$ cat config.mk
export PLATFORM = sky130hd
export DESIGN_NAME = adc_pwrup_seq_flat
export DESIGN_NICKNAME = d
export VERILOG_FILES = /design/src/rtl/adc_pwrup_seq_if.sv /design/src/rtl/adc_pwrup_seq.sv /design/src/flat_wrapper.sv
export SDC_FILE = /design/constraint.sdc
export NUM_CORES = 1
export LEC_CHECK = 0
export ABC_AREA = 1
export BUFFER_PORTS_ARGS = -buffer_cell sky130_fd_sc_hd__buf_2
export CAP_MARGIN = 5
export CORE_ASPECT_RATIO = 2
export CORE_UTILIZATION = 54
export DETAILED_ROUTE_END_ITERATION = 12
export PLACE_DENSITY = 0.75
export SLEW_MARGIN = 20
export SYNTH_ARGS = -nofsm -noshare
export SYNTH_HDL_FRONTEND = slang
export SYNTH_SLANG_ARGS = --single-unit
$ cat constraint.sdc
create_clock -name clk -period 1.6 [get_ports clk]
set_input_delay 0.24 -clock clk [delete_from_list [all_inputs] [get_ports clk]]
set_output_delay 0.24 -clock clk [all_outputs]
set_load 0.005 [all_outputs]
$ cat src/rtl/adc_pwrup_seq_if.sv
// Control/ADC-pin bundle for the ADC power-up sequencer.
// The adc_drdy_n pin exists only when PWRUP_WATCHDOG_EN is defined.
interface adc_pwrup_seq_if;
  logic start;
  logic abort;
  logic adc_pwdn_n;
  logic adc_rst_n;
  logic busy;
  logic ready;
  logic err;
`ifdef PWRUP_WATCHDOG_EN
  logic adc_drdy_n;
`endif

  // Top-level control FSM side: issues requests, observes status and pins.
  modport master (
    output start,
    output abort,
    input  adc_pwdn_n,
    input  adc_rst_n,
    input  busy,
    input  ready,
    input  err
  );

  // Sequencer side: takes requests (and DRDY), drives status and ADC pins.
  modport slave (
    input  start,
    input  abort,
`ifdef PWRUP_WATCHDOG_EN
    input  adc_drdy_n,
`endif
    output adc_pwdn_n,
    output adc_rst_n,
    output busy,
    output ready,
    output err
  );
endinterface

$ cat src/rtl/adc_pwrup_seq.sv
// ADC power-up sequencer: releases power-down, holds reset for N_PWR cycles,
// releases reset, waits N_WAKE cycles, then reports ready.
// Optional feature macro: PWRUP_WATCHDOG_EN adds a DRDY wait state with an
// N_WD-cycle watchdog that falls into ERROR when DRDY never asserts.
module adc_pwrup_seq #(
  parameter int FREQ_MHZ  = 50,
  parameter int T_PWR_US  = 1000,
  parameter int T_WAKE_US = 100,
  parameter int T_WD_US   = 500
) (
  input  logic            clk,
  input  logic            rst_l,
  adc_pwrup_seq_if.slave  bus
);

  localparam int N_PWR  = FREQ_MHZ * T_PWR_US;
  localparam int N_WAKE = FREQ_MHZ * T_WAKE_US;
  localparam int N_WD   = FREQ_MHZ * T_WD_US;
  localparam int N_MAX  = (N_PWR > N_WAKE) ? ((N_PWR > N_WD) ? N_PWR : N_WD)
                                           : ((N_WAKE > N_WD) ? N_WAKE : N_WD);
  localparam int CNT_W  = $clog2(N_MAX + 1);

  localparam logic [CNT_W-1:0] LOAD_PWR  = CNT_W'(N_PWR - 1);
  localparam logic [CNT_W-1:0] LOAD_WAKE = CNT_W'(N_WAKE - 1);
`ifdef PWRUP_WATCHDOG_EN
  localparam logic [CNT_W-1:0] LOAD_WD   = CNT_W'(N_WD - 1);
`endif

  typedef enum logic [2:0] {
    IDLE  = 3'd0,
    PWR   = 3'd1,
    WAKE  = 3'd2,
    DRDY  = 3'd3,
    READY = 3'd4,
    ERROR = 3'd5
  } state_t;

  state_t           state_q, state_d;
  logic [CNT_W-1:0] cnt_q, cnt_d;
  logic             cnt_zero;

  assign cnt_zero = (cnt_q == '0);

  // State and counter register.
  // NOTE: sequential state uses non-blocking assignments so every flop samples
  // pre-edge values; blocking here would create order-dependent races.
  always_ff @(posedge clk or negedge rst_l) begin
    if (!rst_l) begin
      state_q <= IDLE;
      cnt_q   <= '0;
    end else begin
      state_q <= state_d;
      cnt_q   <= cnt_d;
    end
  end

  // Next-state and counter logic; abort overrides everything else.
  // NOTE: every signal gets a default before the case so no path leaves it
  // unassigned, which would otherwise infer a latch.
  always_comb begin
    state_d = state_q;
    cnt_d   = cnt_q;
    if (bus.abort) begin
      state_d = IDLE;
      cnt_d   = '0;
    end else begin
      case (state_q)
        IDLE: begin
          if (bus.start) begin
            state_d = PWR;
            cnt_d   = LOAD_PWR;
          end
        end
        PWR: begin
          if (cnt_zero) begin
            state_d = WAKE;
            cnt_d   = LOAD_WAKE;
          end else begin
            cnt_d = cnt_q - 1'b1;
          end
        end
        WAKE: begin
          if (cnt_zero) begin
`ifdef PWRUP_WATCHDOG_EN
            state_d = DRDY;
            cnt_d   = LOAD_WD;
`else
            state_d = READY;
`endif
          end else begin
            cnt_d = cnt_q - 1'b1;
          end
        end
`ifdef PWRUP_WATCHDOG_EN
        DRDY: begin
          // DRDY on the last count still wins over the watchdog expiry.
          if (!bus.adc_drdy_n) begin
            state_d = READY;
          end else if (cnt_zero) begin
            state_d = ERROR;
          end else begin
            cnt_d = cnt_q - 1'b1;
          end
        end
        ERROR: begin
          if (bus.start) begin
            state_d = PWR;
            cnt_d   = LOAD_PWR;
          end
        end
`endif
        READY: begin
          state_d = READY;
        end
        default: begin
          state_d = IDLE;
          cnt_d   = '0;
        end
      endcase
    end
  end

  // Registered outputs decoded from the next state, so they move with the state.
  always_ff @(posedge clk or negedge rst_l) begin
    if (!rst_l) begin
      bus.adc_pwdn_n <= 1'b0;
      bus.adc_rst_n  <= 1'b0;
      bus.busy       <= 1'b0;
      bus.ready      <= 1'b0;
    end else begin
      bus.adc_pwdn_n <= (state_d inside {PWR, WAKE, DRDY, READY});
      bus.adc_rst_n  <= (state_d inside {WAKE, DRDY, READY});
      bus.busy       <= (state_d inside {PWR, WAKE, DRDY});
      bus.ready      <= (state_d == READY);
    end
  end

`ifdef PWRUP_WATCHDOG_EN
  // Error flag register, high only while in ERROR.
  always_ff @(posedge clk or negedge rst_l) begin
    if (!rst_l) bus.err <= 1'b0;
    else        bus.err <= (state_d == ERROR);
  end
`else
  assign bus.err = 1'b0;
`endif

endmodule

$ cat src/flat_wrapper.sv
// flat-port wrapper written by rule: the top's interface ports become plain ports
module adc_pwrup_seq_flat 
#(
  parameter int FREQ_MHZ  = 50,
  parameter int T_PWR_US  = 1000,
  parameter int T_WAKE_US = 100,
  parameter int T_WD_US   = 500
)
  (clk, rst_l, bus_start, bus_abort, bus_adc_pwdn_n, bus_adc_rst_n, bus_busy, bus_ready, bus_err);
  adc_pwrup_seq_if bus_i ();
  input  logic clk;
  input  logic rst_l;
  input wire logic [$bits(bus_i.start)-1:0] bus_start;
  input wire logic [$bits(bus_i.abort)-1:0] bus_abort;
  output wire logic [$bits(bus_i.adc_pwdn_n)-1:0] bus_adc_pwdn_n;
  output wire logic [$bits(bus_i.adc_rst_n)-1:0] bus_adc_rst_n;
  output wire logic [$bits(bus_i.busy)-1:0] bus_busy;
  output wire logic [$bits(bus_i.ready)-1:0] bus_ready;
  output wire logic [$bits(bus_i.err)-1:0] bus_err;
  assign bus_i.start = bus_start;
  assign bus_i.abort = bus_abort;
  assign bus_adc_pwdn_n = bus_i.adc_pwdn_n;
  assign bus_adc_rst_n = bus_i.adc_rst_n;
  assign bus_busy = bus_i.busy;
  assign bus_ready = bus_i.ready;
  assign bus_err = bus_i.err;
  adc_pwrup_seq #(.FREQ_MHZ(FREQ_MHZ), .T_PWR_US(T_PWR_US), .T_WAKE_US(T_WAKE_US), .T_WD_US(T_WD_US)) u_core (.clk(clk), .rst_l(rst_l), .bus(bus_i));
endmodule
==> impl_metrics.yaml, run 1 <==
clock_network:
  cts_buf_count: 3
  level_count_of_the_clock_h_tree: 1
  bufs_on_longest_clock_path: 2
  ctsRootBufferMaster: "sky130_fd_sc_hd__clkbuf_8"
  clock_tree_from_tritoncts: "done"
  clkTransAtPathRegs_ns: 0.08
  clock_sinks: 23
  clk_latency_ns: 0.27
global_routing:
  antenna_found_initial: 0
  grt_first_pass_wirelength_mm: 5.865
  gr-total-overflow: 0
  grt_pass1_vias: 1463
  pin_count_of_the_biggest_net_entering_global_routing: 24
  global_route_usage_over_all_layers_pct: 27.22
critical_path:
  worst_path_largest_cell_delay_ns: 0.44
  crit_path_frequent_cell: "sky130_fd_sc_hd__nand2_1"
  worst-setup-path-type: "reg -> reg"
  worstPathBufferInverterCount: 0
  r2r_cells: 10
  cp_cell_sequence: "nor2_2, nand2_1, nor2_2, nand2_2, nand2_2, nand2_4, nand2_1, nand2_1, nand2_1, o21ai_2"
  critPathRequiredTime_ns: 1.76
  worst-path-max-fanout: 7
  top_delay_family_on_crit_path: "simple AND/OR/NAND/NOR gates"
  crit_path_end_kind: "register"
  worst_ep_arrival_time_ns: 1.70
  worst_path_max_delay_cell: "sky130_fd_sc_hd__dfrtp_1"
  cp_num_cells: 10
  cp-start-kind: "register"
floorplan:
  die_w_um: 39.27
  starting_density_pct: 57.64
  core_footprint_um2: 2603
  die_y_um: 76.54
  fp.dieArea_um2: 3006
  pin_count: 9
  row_count: 26
hold_path:
  worst_hold_path_stage_count: 2
  worstHoldPathType: "in -> reg"
layout:
  mostFrequentLayoutCell: "sky130_fd_sc_hd__nand2_1"
  synth_to_layout_area_growth_pct: 19.93
  design.final.nets: 252
  final_core_util_pct: 69.13
  final_layout_size_suffix_gt1_share_pct: 23.58
  layout_common_cells: "sky130_fd_sc_hd__nand2_1, sky130_fd_sc_hd__inv_1, sky130_fd_sc_hd__dfrtp_1"
  design_area_um2: 1799
  n_antenna_cell: 0
placed_design:
  dpl_cell_area_um2: 1657
  globalplace.congestion: 0.9247
  place.port_buffers: 7
  place.detailed.hpwl_mm: 2.819
detailed_routing:
  totalWireLength_mm: 3.770
  ant_nets: 0
  drt-pass1-iter-count: 4
  first_iter_violations: 58
  avgRoutedWirePerCell_um: 13.76
  top_metal_layer_carrying_routed_signals: "met4"
  detailed_route_via_count: 1468
  m1WireLength_mm: 1.400
  route.detailed.drc: 0
  met3_length_um: 101
  route.detailed.vias_per_inst: 5.358
  routed-wl-met2_mm: 2.147
synthesis:
  yosysWarningCount: 0
  synth.mux.area_fraction_pct: 0
  postSynthCellCount: 219
  synth_area_per_cell_um2: 6.850
  postSynthNetCount: 224
  synth_seq_area_share_pct: 38.37
  synthAdderAreaFrac_pct: 0.8340
  synth_simple_gate_area_share_pct: 40.78
  synth.cell_area_um2: 1500
  synth_top_family_by_area: "simple AND/OR/NAND/NOR gates"
  ys_types: 26
  synth_seq_cells: 23
  synth_xor_area_share_pct: 2.919
  synth_compound_gate_area_share_pct: 6.589
sta:
  clock_skews_ns: 0.005010
  rsz0062_at_grt: "true"
  slew_at_the_pin_closest_to_its_max_slew_limit_ns: 0.5307
  max_clk_rate_mhz: 648.8
  slew_headroom_pct: 64.62
  min_period_ns: 1.541
  finalCritPeriodShare_pct: 96.33
  final-hold-violation-count: 0
  final-setup-viol-count: 0
  maxSlewViolCount: 0
power_and_ir_drop:
  power.density_cell_area_nw_per_um2: 943.4
  power_uw: 1697
  worst_ir_drop_vdd_mv: 0.6963
  p_leak_uw: 0.001001
outcome:
  outcome: "finished, final reports clean"
run:
  cap_violations: 0
## registers in the layout, indices dropped and copies added, names as in the netlist
signal	cells
u_core.bus.adc_pwdn_n	1
u_core.cnt_q	16
u_core.bus.busy	1
u_core.bus.ready	1
u_core.state_q	3
u_core.bus.adc_rst_n	1
## worst paths after layout
kind | start | end | slack, ns
max in group asynchronous | rst_l | u_core.cnt_q[2] | 0.77
min reg2reg | u_core.cnt_q[0] | u_core.cnt_q[0] | 0.49
max reg2reg | u_core.cnt_q[4] | u_core.cnt_q[6] | 0.06
min in group asynchronous | rst_l | u_core.bus.busy | 0.47
max | u_core.cnt_q[4] | u_core.cnt_q[6] | 0.06
min | bus_abort | u_core.state_q[0] | 0.19
## through the flow
| step | TNS, ns | setup WS (ns) | hold WS [ns] | std cells |
|---|---|---|---|---|
| floorplan | 0 | 0.05682 | -0.05559 | 219 |
| global placement | 0 | 0.009792 | 0.2422 | 266 |
| detailed placement | -0.006417 | -0.003640 | 0.2468 | 266 |
| CTS | 0 | 0.01108 | 0.1831 | 271 |
| global route | -0.8362 | -0.1049 | 0.1968 | 274 |
| finish | 0 | 0.05870 | 0.1868 | 274 |
## Yosys cell counts
cell type,instances,area share (%)
sky130_fd_sc_hd__dfrtp_1,23,38
sky130_fd_sc_hd__inv_2,1,0.25
sky130_fd_sc_hd__nor2_1,20,5.0
sky130_fd_sc_hd__o21ai_1,8,2.7
sky130_fd_sc_hd__nand2_4,1,0.75
sky130_fd_sc_hd__and2_1,1,0.42
sky130_fd_sc_hd__o21ai_2,3,1.8
sky130_fd_sc_hd__and3_1,1,0.42
sky130_fd_sc_hd__nand4_1,4,1.7
sky130_fd_sc_hd__nand3_4,1,1.2
sky130_fd_sc_hd__nand2_2,5,2.1
sky130_fd_sc_hd__nand3_1,22,7.3
sky130_fd_sc_hd__inv_1,35,8.8
sky130_fd_sc_hd__o21ai_0,3,1.0
sky130_fd_sc_hd__nand3_2,1,0.67
sky130_fd_sc_hd__o21bai_1,1,0.50
sky130_fd_sc_hd__nor2_2,4,1.7
sky130_fd_sc_hd__nor3_1,1,0.33
sky130_fd_sc_hd__buf_4,1,0.50
sky130_fd_sc_hd__conb_1,1,0.25
sky130_fd_sc_hd__a21oi_1,2,0.67
sky130_fd_sc_hd__nand2_1,71,18
sky130_fd_sc_hd__buf_6,1,0.75
sky130_fd_sc_hd__nor2_4,2,1.5
sky130_fd_sc_hd__ha_1,1,0.83
sky130_fd_sc_hd__xor2_1,5,2.9
## worst reg2reg max path: cells and delay by family, from the launching register on
family,cells,cell delay [ns]
and+or+nand+nor,9,0.95
AOI/OAI and AO/OA,1,0.06
DFF,1,0.44
## final cells by class
| type | instances | area (um2) |
|---|---|---|
| flip-flops and latches | 23 | 575.6 |
| inverters | 36 | 137.6 |
| clock inverters | 1 | 5.005 |
| multi-input cells | 159 | 827.0 |
| well taps | 28 | 35.03 |
| repair buffers | 24 | 177.7 |
| fillers | 230 | 803.3 |
| clock buffers | 3 | 41.29 |
## kinds of logic (layout without fill, tap and decap cells)
group / count (synthesis) / count (layout)
xor+xnor: 5 / 5
simple gates: 134 / 135
buf+inv: 38 / 64
fa+ha+maj: 1 / 1
other cells: 1 / 1
flops: 23 / 23
compound gates: 17 / 17
## power by group
part	switching [uW]	internal (uW)	total [uW]	leakage, uW
Combinational	408	247	656	0.000671
Clock	190	174	364	0.0000255
Sequential	44.5	633	677	0.000305
Total	643	1050	1700	0.00100
## per-layer routing
metal	vias to the layer above	track usage [%]
met5	-	0
met4	0	13.45
met3	9	2.332
met2	36	48.67
met1	693	28.88
li1	730	-
## repair_timing
action,CTS,global route
hold endpoints to repair,23,0
setup endpoints to repair,5,18
hold buffers,1,0
setup buffers,0,2
gates resized for setup,1,15
pin swaps,0,6
cloned,0,1
(Power assumes the default switching activity.)
==> run 2, diff against run 1 <==
Settings changed: ABC_AREA 1 to default, CORE_MARGIN from default to 1.5, CORE_UTILIZATION 54 to 53, PLACE_DENSITY 0.75 to 0.74.
==> run 2 against run 1 <==
Compared with the run above:
- highest routed layer unchanged
- global-route usage up 10 points
- the flow now finishes with violations (negative setup slack)
- final area up 11%
- synthesized cell count down 26%
==> impl_metrics.yaml, run 2 <==
sta:
  final-hold-violation-count: 0
  final-setup-viol-count: 21
  slew_at_the_pin_closest_to_its_max_slew_limit_ns: 0.5344
  max_clk_rate_mhz: 494.0
  slew_headroom_pct: 64.37
  finalCritPeriodShare_pct: 126.5
  rsz0062_at_grt: "true"
  maxSlewViolCount: 0
  worst_slack_ns: -0.4244
  clock_skews_ns: 0.005625
  min_period_ns: 2.024
power_and_ir_drop:
  internal-power_uw: 1230
  power_frac_clock_pct: 18.7
  share_seq_of_total_power_pct: 36.5
  power.density_cell_area_nw_per_um2: 964.1
  worst_ir_drop_vdd_mv: 0.6913
  p_leak_uw: 0.0008972
  comb_power_share_pct: 44.8
  power.net_switching_uw: 695.7
  switching_share_pct: 36.13
floorplan:
  core_footprint_um2: 2537
  die_y_um: 75.53
  row_count: 26
  die_w_um: 39.26
  fp.dieArea_um2: 2965
  starting_density_pct: 54.93
  pin_count: 9
clock_network:
  level_count_of_the_clock_h_tree: 1
  ctsRootBufferMaster: "sky130_fd_sc_hd__clkbuf_8"
  clock_tree_from_tritoncts: "done"
  cts_buf_count: 3
  clkTransAtPathRegs_ns: 0.08
  clk_latency_ns: 0.26
  clock_sinks: 23
  bufs_on_longest_clock_path: 2
synthesis:
  ys_types: 48
  synthAdderAreaFrac_pct: 0.8977
  synth_simple_gate_area_share_pct: 25.76
  synthFlopType: "sky130_fd_sc_hd__dfrtp_1"
  synth_largest_type_area_fraction_pct: 41.29
  synth_compound_gate_area_share_pct: 24.69
  netlist_top_cells_area: "sky130_fd_sc_hd__dfrtp_1, sky130_fd_sc_hd__nand2_1, sky130_fd_sc_hd__o21ai_0, sky130_fd_sc_hd__or3_1, sky130_fd_sc_hd__nor2_1"
  postSynthCellCount: 163
  async_reset_ff_share_pct: 100.0
  synth_seq_area_share_pct: 41.29
  synth-edff-count: 0
  synth.cell_area_um2: 1394
  synth_xor_area_share_pct: 0
  postSynthNetCount: 168
  synthMostInstantiatedCell: "sky130_fd_sc_hd__dfrtp_1"
  synth_top_family_by_area: "simple AND/OR/NAND/NOR gates"
  synth_seq_cells: 23
  synth_largest_area_cell: "sky130_fd_sc_hd__dfrtp_1"
  synth_area_per_cell_um2: 8.551
  synth.mux.area_fraction_pct: 1.526
  synth_top_cells_by_count: "sky130_fd_sc_hd__dfrtp_1, sky130_fd_sc_hd__nand2_1, sky130_fd_sc_hd__nor2_1"
  yosysWarningCount: 0
layout:
  design.final.nets: 218
  regMostFlops: "u_core.cnt_q"
  largest_registers: "u_core.cnt_q x16, u_core.state_q x3"
  mostFrequentLayoutCell: "sky130_fd_sc_hd__buf_4"
  fin_cells: 240
  n_antenna_cell: 0
  largest_reg_flops: 16
  synth_to_layout_area_growth_pct: 43.27
  layout_common_cells: "sky130_fd_sc_hd__buf_4, sky130_fd_sc_hd__dfrtp_1, sky130_fd_sc_hd__nand2_1"
  final_layout_size_suffix_gt1_share_pct: 40.57
detailed_routing:
  first_iter_violations: 97
  route.detailed.vias_per_inst: 6.654
  avgRoutedWirePerCell_um: 19.91
  ant_nets: 0
  detailed_route_via_count: 1597
  route.detailed.drc: 0
  totalWireLength_mm: 4.779
  drt-pass1-iter-count: 4
placed_design:
  globalplace.congestion: 0.9289
  dp_worst_setup_slack_ns: -0.4798
  place.port_buffers: 7
  place.detailed.hpwl_mm: 3.028
  place.detailed.instances: 227
global_routing:
  gr-total-overflow: 0
  antenna_found_initial: 0
  grt_first_pass_wirelength_mm: 7.548
  grt_pass1_vias: 1626
  global_route_usage_over_all_layers_pct: 37.22
  pin_count_of_the_biggest_net_entering_global_routing: 24
run:
  cap_violations: 0
critical_path:
  cp-start-kind: "register"
  worst-path-max-fanout: 4
  worst_ep_arrival_time_ns: 2.22
  top_delay_family_on_crit_path: "simple AND/OR/NAND/NOR gates"
  cp_cell_sequence: "or4_4, or2_4, or3_4, or3_1, o21ai_1"
  crit_path_end_kind: "register"
  r2r_cells: 5
  worstPathBufferInverterCount: 0
  critPathRequiredTime_ns: 1.79
  worst-setup-path-type: "reg -> reg"
  cp_num_cells: 5
  worst_path_largest_cell_delay_ns: 0.53
  worst_path_max_delay_cell: "sky130_fd_sc_hd__or4_4"
outcome:
  outcome: "complete, but fails checks"
  violated_checks: "negative setup slack"
hold_path:
  worstHoldPathType: "in -> reg"
  worst_hold_path_stage_count: 2
run 2: changes by cell type after synthesis, sizes merged, moves of 8 or more:
cell   change
nor2      -14
inv       -29
nand2     -61
or3        +8
nand3     -16
run 2: cells by family after synthesis:
family,after synthesis
flops,23
other cells,1
fa+ha+maj,1
simple gates,68
buf+inv,17
compound gates,51
mux,2
run 2: power groups by stage:
| stage | registers, uW | clock network (uW) | logic, uW |
|---|---|---|---|
| final | 703 | 360 | 862 |
| after global routing | 709 | 388 | 918 |
| after CTS | 695 | 371 | 796 |
| after detailed placement | 703 | 0 | 669 |
| after global placement | 698 | 0 | 654 |
| after floorplan | 702 | 0 | 360 |
run 2: metrics by stage:
stage | power (uW) | hold slack, ns | cell area [um2] | utilization, % | TNS [ns]
6_report | 1925 | 0.2406 | 1997 | 78.70 | -5.431
4_1_cts | 1862 | 0.2266 | 1963 | 77.37 | -4.920
5_1_grt | 2015 | 0.2350 | 1997 | 78.70 | -6.847
3_5_place_dp | 1372 | 0.2458 | 1735 | 68.39 | -7.176
3_3_place_gp | 1352 | 0.2369 | 1735 | 68.39 | -6.419
2_1_floorplan | 1062 | -0.05559 | 1430 | - | -3.959
run 2: final timing paths:
| kind | from | endpoint | slack, ns |
|---|---|---|---|
| max in group asynchronous | rst_l | u_core.cnt_q[0] | 0.76 |
| setup reg to reg | u_core.cnt_q[0] | u_core.cnt_q[13] | -0.42 |
| hold reg to reg | u_core.cnt_q[0] | u_core.cnt_q[0] | 0.57 |
| min in group asynchronous | rst_l | u_core.cnt_q[12] | 0.48 |
| hold / removal | bus_abort | u_core.state_q[1] | 0.24 |
| setup / recovery | u_core.cnt_q[0] | u_core.cnt_q[13] | -0.42 |
run 2: layout make-up:
class	instances	area, um2
clock buffers	3	41.29
clock inverters	1	5.005
fillers	164	540.5
inverters	7	26.28
multi-input cells	124	900.9
flip-flops and latches	23	575.6
well taps	28	35.03
repair buffers	54	412.9
run 2: routing by layer:
metal | GRT usage, % | vias to the layer above | part of all wire, %
met1 | 38.65 | 768 | 35
met3 | 4.665 | 33 | 5.0
met2 | 64.07 | 81 | 53
met5 | 0 | - | 0
li1 | - | 715 | -
met4 | 28.35 | 0 | 7.2
run 2: timing repair:
item                       4_1_cts  5_1_grt
hold buffers                     1        0
setup endpoints to repair       23       22
pin swaps                       19        4
gates resized for setup         37        6
buffers inserted                 7        1
gates cloned                     2        0
hold endpoints to repair        23        0
==> run 3, diff against run 2 <==
Settings changed: BUFFER_PORTS_ARGS -buffer_cell sky130_fd_sc_hd__buf_2 to default, CORE_ASPECT_RATIO 2 to default, CORE_UTILIZATION 53 to 56, DONT_BUFFER_PORTS from default to 1.
==> run 3 against run 2 <==
Compared with the run above:
- the run still ends with negative setup slack left
- combinational power is 8.8% higher
- register-to-register slack hardly changed
- total power is 0.46% lower
- non-clock buffer count is 5 lower
- largest power group unchanged
- critical path depth stayed put
- count of clock-buffer cells in the layout stayed put
- clock power is 22% lower
- sequential share of layout area is 0.11 points lower
- hold slack worse by 0.070 ns
==> impl_metrics.yaml, run 3 (synthesized netlist as in run 2, its figures left out) <==
layout:
  design.final.nets: 213
  final_layout_size_suffix_gt1_share_pct: 42.51
  largest_registers: "u_core.cnt_q x16, u_core.state_q x3"
  n_antenna_cell: 0
  largest_reg_flops: 16
  fin_cells: 235
  layout_common_cells: "sky130_fd_sc_hd__buf_4, sky130_fd_sc_hd__dfrtp_1, sky130_fd_sc_hd__nand2_1"
  mostFrequentLayoutCell: "sky130_fd_sc_hd__buf_4"
  design_area_um2: 2004
  layout.filler_cells: 104
  synth_to_layout_area_growth_pct: 43.81
  regMostFlops: "u_core.cnt_q"
critical_path:
  worst_ep_arrival_time_ns: 2.28
  critPathRequiredTime_ns: 1.85
  worst-path-max-fanout: 3
  r2r_cells: 5
  crit_path_end_kind: "register"
  timing.rr.end: "u_core.cnt_q[13]"
  timing.reg2reg.setup_slack_ns: -0.43
  worst-setup-path-type: "reg -> reg"
  worst_r2r_startpoint: "u_core.cnt_q[0]"
  cp-start-kind: "register"
global_routing:
  global_route_usage_over_all_layers_pct: 38.88
  pin_count_of_the_biggest_net_entering_global_routing: 24
  grt_pass1_vias: 1630
  antenna_found_initial: 0
  grt_first_pass_wirelength_mm: 7.755
  gr-total-overflow: 0
power_and_ir_drop:
  p_leak_uw: 0.0008907
  worst_ir_drop_vdd_mv: 0.8016
  power_uw: 1916
  power.density_cell_area_nw_per_um2: 956.1
clock_network:
  cts_buf_count: 3
  clock_tree_from_tritoncts: "done"
  clk_latency_ns: 0.32
  bufs_on_longest_clock_path: 2
  clkTransAtPathRegs_ns: 0.14
  ctsRootBufferMaster: "sky130_fd_sc_hd__clkbuf_4"
  level_count_of_the_clock_h_tree: 1
  clock_sinks: 23
floorplan:
  core_footprint_um2: 2276
  row_count: 17
  fp.dieArea_um2: 2797
  die_y_um: 52.89
  die_w_um: 52.89
  pin_count: 9
  starting_density_pct: 61.24
detailed_routing:
  first_iter_violations: 139
  avgRoutedWirePerCell_um: 22.34
  route.detailed.vias_per_inst: 7.200
  route.detailed.drc: 0
  ant_nets: 0
  drt-pass1-iter-count: 6
  totalWireLength_mm: 5.250
  detailed_route_via_count: 1692
sta:
  final-setup-viol-count: 22
  slew_headroom_pct: 64.11
  slew_at_the_pin_closest_to_its_max_slew_limit_ns: 0.5383
  min_period_ns: 2.031
  worst_slack_ns: -0.4314
  fin_worst_hold_slack_ns: 0.1703
  clock_skews_ns: 0.01354
  rsz0062_at_grt: "true"
  maxSlewViolCount: 0
  finalCritPeriodShare_pct: 127.0
  max_clk_rate_mhz: 492.3
  final-hold-violation-count: 0
outcome:
  outcome: "complete, but fails checks"
  violated_checks: "negative setup slack"
placed_design:
  dpl_cell_area_um2: 1693
  place.port_buffers: 0
  place.detailed.hpwl_mm: 2.837
  globalplace.congestion: 0.9237
  place.detailed.instances: 219
  dp_worst_setup_slack_ns: -0.4988
hold_path:
  min_delay_worst_endpoint: "u_core.cnt_q[15]"
  hold_start: "bus_start"
  worst_hold_path_stage_count: 2
  worstHoldPathType: "in -> reg"
run:
  cap_violations: 0
[run 3: cell count changes in the layout (fill, tap and decap cells not counted), sizes merged]
| cell | previous run | this run |
|---|---|---|
| buf | 53 | 47 |
| dlygate4sd3 | 1 | 2 |
[run 3: what timing repair did]
item                                    in CTS  in global routing
gates cloned                                 1                  1
pin swaps                                   15                  7
gates resized for setup                     36                 18
hold buffers                                 2                  1
endpoints found under the hold margin       29                 23
endpoints found under the setup margin      22                 22
buffers inserted                             6                  1
[run 3: stage by stage]
step                      utilization, %  TNS (ns)
final                              88.07    -7.556
after global routing               88.07    -8.689
after CTS                          84.28    -4.672
after detailed placement           74.38    -8.991
after global placement             74.38    -5.645
after floorplan                        -    -3.959
[run 3: worst max-delay path by stage]
stage / start / to / slack [ns] / cells past startpoint
CTS: u_core.cnt_q[0] / u_core.cnt_q[13] / -0.41 / 5
detailed placement: u_core.cnt_q[0] / u_core.cnt_q[11] / -0.50 / 8
finish: u_core.cnt_q[0] / u_core.cnt_q[13] / -0.43 / 5
global route: u_core.cnt_q[0] / u_core.cnt_q[7] / -0.49 / 10
floorplan: u_core.cnt_q[0] / u_core.cnt_q[13] / -0.43 / 6
global placement: u_core.cnt_q[0] / u_core.cnt_q[13] / -0.35 / 5
[run 3: worst max-delay path: stages (launching register included)]
cell                      delay [ns]
sky130_fd_sc_hd__dfrtp_1        0.41
sky130_fd_sc_hd__or4_4          0.55
sky130_fd_sc_hd__or2_4          0.26
sky130_fd_sc_hd__or3_4          0.33
sky130_fd_sc_hd__or3_1          0.32
sky130_fd_sc_hd__o21ai_1        0.09
[run 3: routing by layer]
layer  track usage (%)  wire [um]  part of all wire (%)  vias to the layer above
li1                  -          -                     -                      698
met1             47.29       1915                    36                      812
met2             66.67       2525                    48                      139
met3             6.780        494                   9.4                       43
met4             17.52        314                   6.0                        0
met5                 0          0                     0                        -
[run 3: area by class of cell]
type                       instances  area [um2]  area share [%]
multi-input combinational        124       948.4           47.32
tap                               28       35.03           1.748
inverter                           7       28.78           1.436
timing repair buffer              49       389.1           19.41
clock inverter                     1       5.005          0.2497
sequential                        23       575.6           28.71
clock buffer                       3       22.52           1.124
[run 3: where the power goes]
group | switching, uW | total (uW) | internal (uW)
combinational | 501 | 938 | 436
sequential | 58.0 | 699 | 641
clock | 186 | 280 | 93.7
total | 745 | 1920 | 1170
